===== config.mk =====
export PLATFORM = sky130hd
export DESIGN_NAME = mod_counter
export DESIGN_NICKNAME = d
export VERILOG_FILES = /design/src/rtl/mod_counter_pkg.sv /design/src/rtl/mod_counter_prescaler.sv /design/src/rtl/mod_counter.sv
export SDC_FILE = /design/constraint.sdc
export NUM_CORES = 1
export LEC_CHECK = 0
export ABC_AREA = 1
export BUFFER_PORTS_ARGS = -buffer_cell sky130_fd_sc_hd__buf_4
export CORE_ASPECT_RATIO = 0.8
export CORE_UTILIZATION = 35
export CTS_CLUSTER_DIAMETER = 150
export DETAILED_ROUTE_END_ITERATION = 10
export SLEW_MARGIN = 20
export SYNTH_ARGS = -nofsm -noshare
export SYNTH_HDL_FRONTEND = slang
export SYNTH_SLANG_ARGS = --single-unit

===== constraint.sdc =====
create_clock -name clk -period 1.8 [get_ports clk]
set_input_delay 0.18 -clock clk [delete_from_list [all_inputs] [get_ports clk]]
set_output_delay 0.18 -clock clk [all_outputs]
set_load 0.02 [all_outputs]

===== src/rtl/mod_counter_pkg.sv =====
// rtl/mod_counter_pkg.sv - shared types and constants for the programmable-modulus counter
package mod_counter_pkg;

  typedef enum logic {
    MODE_WRAP = 1'b0,
    MODE_SAT  = 1'b1
  } cnt_mode_e;

  localparam logic DIR_UP   = 1'b1;
  localparam logic DIR_DOWN = 1'b0;

endpackage


===== src/rtl/mod_counter_prescaler.sv =====
// rtl/mod_counter_prescaler.sv - enable prescaler, one tick per (prescale + 1) enabled cycles
// Present only when MOD_COUNTER_PRESCALE_EN is defined.
`ifdef MOD_COUNTER_PRESCALE_EN
module mod_counter_prescaler #(
  parameter int PRESCALE_W = 4
) (
  input  logic                  clk,
  input  logic                  reset,
  input  logic                  en,
  input  logic                  clear,
  input  logic [PRESCALE_W-1:0] prescale,
  output logic                  tick
);

  logic [PRESCALE_W-1:0] cnt;

  // >= keeps the phase sane if prescale is lowered below the current count
  assign tick = (cnt >= prescale);

  always_ff @(posedge clk) begin
    if (reset || clear) begin
      cnt <= '0;
    end else if (en) begin
      cnt <= tick ? '0 : cnt + 1'b1;
    end
  end

endmodule
`endif


===== src/rtl/mod_counter.sv =====
// rtl/mod_counter.sv - up/down counter with runtime modulus, wrap/saturate, tc pulse, sticky ovf
// Optional prescaler enabled by MOD_COUNTER_PRESCALE_EN.
module mod_counter
  import mod_counter_pkg::*;
#(
  parameter int          WIDTH      = 8,
  parameter int unsigned RESET_VAL  = 0,
  parameter int          PRESCALE_W = 4
) (
  input  logic                  clk,
  input  logic                  reset,
  input  logic                  en,
  input  logic                  up,
  input  logic                  mode,
  input  logic [WIDTH-1:0]      mod_max,
  input  logic                  load,
  input  logic [WIDTH-1:0]      load_val,
  input  logic                  clr_ovf,
`ifdef MOD_COUNTER_PRESCALE_EN
  input  logic [PRESCALE_W-1:0] prescale,
`endif
  output logic [WIDTH-1:0]      q,
  output logic                  tc,
  output logic                  ovf,
  output logic                  at_max,
  output logic                  at_zero
);

  localparam logic [WIDTH-1:0] RESET_Q = WIDTH'(RESET_VAL);

  logic             step;
  logic             boundary;
  logic [WIDTH-1:0] q_step;
  logic [WIDTH-1:0] load_q;

`ifdef MOD_COUNTER_PRESCALE_EN
  logic tick;

  mod_counter_prescaler #(
    .PRESCALE_W (PRESCALE_W)
  ) u_prescaler (
    .clk      (clk),
    .reset    (reset),
    .en       (en),
    .clear    (load),
    .prescale (prescale),
    .tick     (tick)
  );

  assign step = en & tick;
`else
  logic [PRESCALE_W-1:0] unused_prescale_w;
  assign unused_prescale_w = '0;
  assign step = en;
`endif

  assign load_q = (load_val > mod_max) ? mod_max : load_val;

  // Explicit compares only: q + 1 is never taken at q == all-ones, q - 1 never at 0
  always_comb begin
    q_step   = q;
    boundary = 1'b0;
    if (up == DIR_UP) begin
      if (q >= mod_max) begin
        boundary = 1'b1;
        q_step   = (mode == MODE_SAT) ? mod_max : '0;
      end else begin
        q_step = q + 1'b1;
      end
    end else begin
      if (q > mod_max) begin
        q_step = mod_max;
      end else if (q == '0) begin
        boundary = 1'b1;
        q_step   = (mode == MODE_SAT) ? '0 : mod_max;
      end else begin
        q_step = q - 1'b1;
      end
    end
  end

  always_ff @(posedge clk) begin
    if (reset) begin
      q   <= RESET_Q;
      tc  <= 1'b0;
      ovf <= 1'b0;
    end else begin
      tc <= 1'b0;
      if (clr_ovf) begin
        ovf <= 1'b0;
      end
      if (load) begin
        q <= load_q;
      end else if (step) begin
        q <= q_step;
        if (boundary) begin
          tc  <= 1'b1;
          ovf <= 1'b1;
        end
      end
    end
  end

  assign at_max  = (q == mod_max);
  assign at_zero = (q == '0);

endmodule


==> results.md <==
* Status: completed
* Most used cell, CP: nand2_1
* Syn. warnings at 0
* Number of CTS-inserted buffers at 3
* CP required at between 1.5 and 2 ns
* Sequential share of power at 17.5%
* Slew @ Worst Pin at 0.597 ns
* Core Rows at 22
* Nets at 419
* Final period utilization at 98.5%
* Vias at 2209
* CP max stage delay at 0.32 ns
* Final WL at 6.14 mm
* Gr ovfl total at 0
* Startpoint types: register
* Post-synthesis sequential area ratio at 11.2%
* Root buf cell: clkbuf_8
* Worst vdd ir at 0.000355 V
* Post-Route Setup TNS at 0 ns
* Switching fraction of total power at 44.6%
* Fin area at 2490 um2
* Setup ws final at 0.0277 ns
* Crit-path max FO at 11
* Vias in the first global route at 1952
* Setup Skew at 0.00271 ns
* Hold Slack at 0.129 ns
* Synth area leaders: nand2_1, ha_1, nand3_1
* Multi-input logic area at 1470 um2
* Comb power frac at ~62%
* DP HPWL at around 5 mm
* # fillers at 516
* Syn nets at 357
* Final Max Slew Viols at 0
* ANT cells at 0
* Hold_buf cts at 0
* Rel. slew slack at 60.1%
* Number of clock sinks at 10
* GRT Util Overall at approximately a quarter
* Power Dens Cells at roughly 610 nW/um2
* Final ANT Viol Nets at 0
* Register Area at 208 um2
* Critical path cell sequence: ha_1 > nand2_1 > inv_2 > nand2_1 > nand2_1 > nand2_2 > buf_4 > nand3_4 > o21ai_0 > o211ai_1 > nand2_1 > nand2_1 > nand2_1
* Gate Count Post-Synth at 315
* Routed len/inst at 14.1 um
* Core region area at 4730 um2
* Setup violators final at 0
* P_sw at 0.673 mW
* Average size of a mapped cell at between 5 and 6 um2
* Die height at 65.8 um
* Initial DRC count at 217
* Synth Register Bits at 10
* Pin count of the biggest net entering global routing at 13
* Die W at 81.8 um
* Clock power share at 20.6%
* GP Congestion at 0.913
* Synth unique cells at 29
* # Max-Cap Violations at 0
* Initial Utilization at 37.7%
* DRC Markers at 0
* Post-Synthesis Cell Area at 1780 um2
* Leakage at 1.33 nW
* Port bufs at 34
* Cell internal pwr at 0.835 mW
* Leading area contributor after synthesis: nand2_1
* Worst-skew pair later-pin latency at 0.25 ns
* Die area at 5390 um2
* Share of layout cells above drive strength 1 at around 27%
* Initial antenna violation count at 0
* CP max-delay cell: dfxtp_2
* Post-synth top area share at 19.6%
* WP data arrival at roughly 1.9 ns
* Final hold vios at 0
* CTS tree: done
* Final worst path period need at around 1.8 ns
* Syn-to-layout area delta at 39.5%
* Post-DP Area at 2260 um2
* HP Class: input port to register
* Vias per Instance at 5.07
* First drt pass iteration count at 4
* Critical Path End Type: register
* Worst-path clk slew at 0.06 ns
* Num ports at 35
* Place WS at -0.0312 ns
* Htree depth at 1
* First-pass GRT wire length at 9.76 mm
* CTS max path bufs at 2
* Max Clock Freq at 564 MHz
* Setup CP Type: register to register
[what timing repair did]
action                     4_1_cts  5_1_grt
buffers inserted                 0        7
gates resized for setup          0       21
setup endpoints to repair        0       12
[cells in the mapped netlist]
library cell / n
clkinv_1: 1
o211ai_1: 3
ha_1: 19
nand2_4: 2
buf_2: 4
nand2_2: 3
or2_2: 1
inv_1: 40
nand3_2: 1
dfxtp_1: 10
a21o_1: 2
nand4_1: 9
xnor2_1: 2
a22oi_1: 1
inv_2: 1
buf_6: 2
nand3_1: 46
clkbuf_1: 3
o21bai_1: 1
o21ai_1: 1
a21oi_1: 18
o21ai_0: 6
nand2_1: 93
buf_1: 1
xor2_1: 3
nor2_1: 35
nand4_4: 1
nor2_4: 5
o22ai_1: 1
[cell usage in the layout (no fill, tap or decap)]
cell type,count
nand4_1,9
a21oi_1,16
dfxtp_1,4
inv_4,1
or2_2,1
a21o_1,2
o21ai_0,6
a22oi_1,1
nand2_4,2
xor2_1,3
inv_2,3
nand3_4,1
o21ai_1,1
ha_4,5
nand3_2,1
nand2_2,3
ha_1,14
inv_1,37
nand2_8,1
o21bai_1,1
nand2_1,92
o22ai_1,1
buf_6,2
nor2_4,5
nor2_1,35
clkinv_1,1
buf_12,1
xnor2_1,2
a21oi_2,2
clkbuf_8,4
buf_4,64
nand3_1,45
dfxtp_2,6
nand4_4,1
o211ai_1,3
[worst max-delay path, delay by kind of cell, from the launching register on]
kind / cells / cell delay [ns]
compound gates: 2 / 0.25
flops: 1 / 0.32
buf+inv: 2 / 0.23
simple gates: 8 / 0.57
fa+ha+maj: 1 / 0.28
[final cells by class]
type,instances,share of cell area (%)
inverter,42,6.44
multi-input combinational,253,59.0
tap,60,3.02
timing repair buffer,67,21.0
clock buffer,4,2.21
sequential,10,8.35
[final timing paths]
path                            slack (ns)     from  cells after the start  endpoint
worst max-delay path                  0.03     q[3]                     13      q[0]
worst min-delay path                  0.13  clr_ovf                      2       ovf
worst max register to register        0.03     q[3]                     13      q[0]
worst min register to register        0.49      ovf                      2       ovf
[cells by family (layout without fill, tap and decap cells)]
group,after synthesis,in the layout,share of synthesized area [%]
and+or+nand+nor,196,196,50.6
buffers and inverters,52,113,12.1
AOI/OAI and AO/OA,33,33,10.3
adders and majority gates,19,19,13.3
DFF,10,10,11.2
xor gates and xnor gates,5,5,2.46
[routing by layer]
metal  track usage, %  vias to the layer above  part of all wire [%]
li1                 -                     1146                     -
met1             35.9                      966                    47
met2             35.6                       85                    44
met3             5.10                       12                   7.5
met4             5.92                        0                   1.4
met5                0                        -                     0
[power by group through the flow]
stage	clock [mW]	combinational [mW]	sequential, mW
after global routing	0.318	1.04	0.266
after CTS	0.304	0.841	0.260
after detailed placement	0	0.837	0.264
after global placement	0	0.833	0.264
final	0.311	0.933	0.264
after floorplan	0	0.526	0.298
[sequential cells by signal, summed over array words and instances (netlist names)]
| register | count |
|---|---|
| tc | 1 |
| q | 8 |
| ovf | 1 |
[metrics by stage]
stage / total power [mW] / utilization [%] / std cells
floorplan: 0.824 / - / 315
global placement: 1.10 / 47.6 / 425
detailed placement: 1.10 / 47.6 / 425
CTS: 1.41 / 48.8 / 429
global route: 1.62 / 52.5 / 436
finish: 1.51 / 52.5 / 436
No activity file was read; power rests on OpenSTA's default activity.
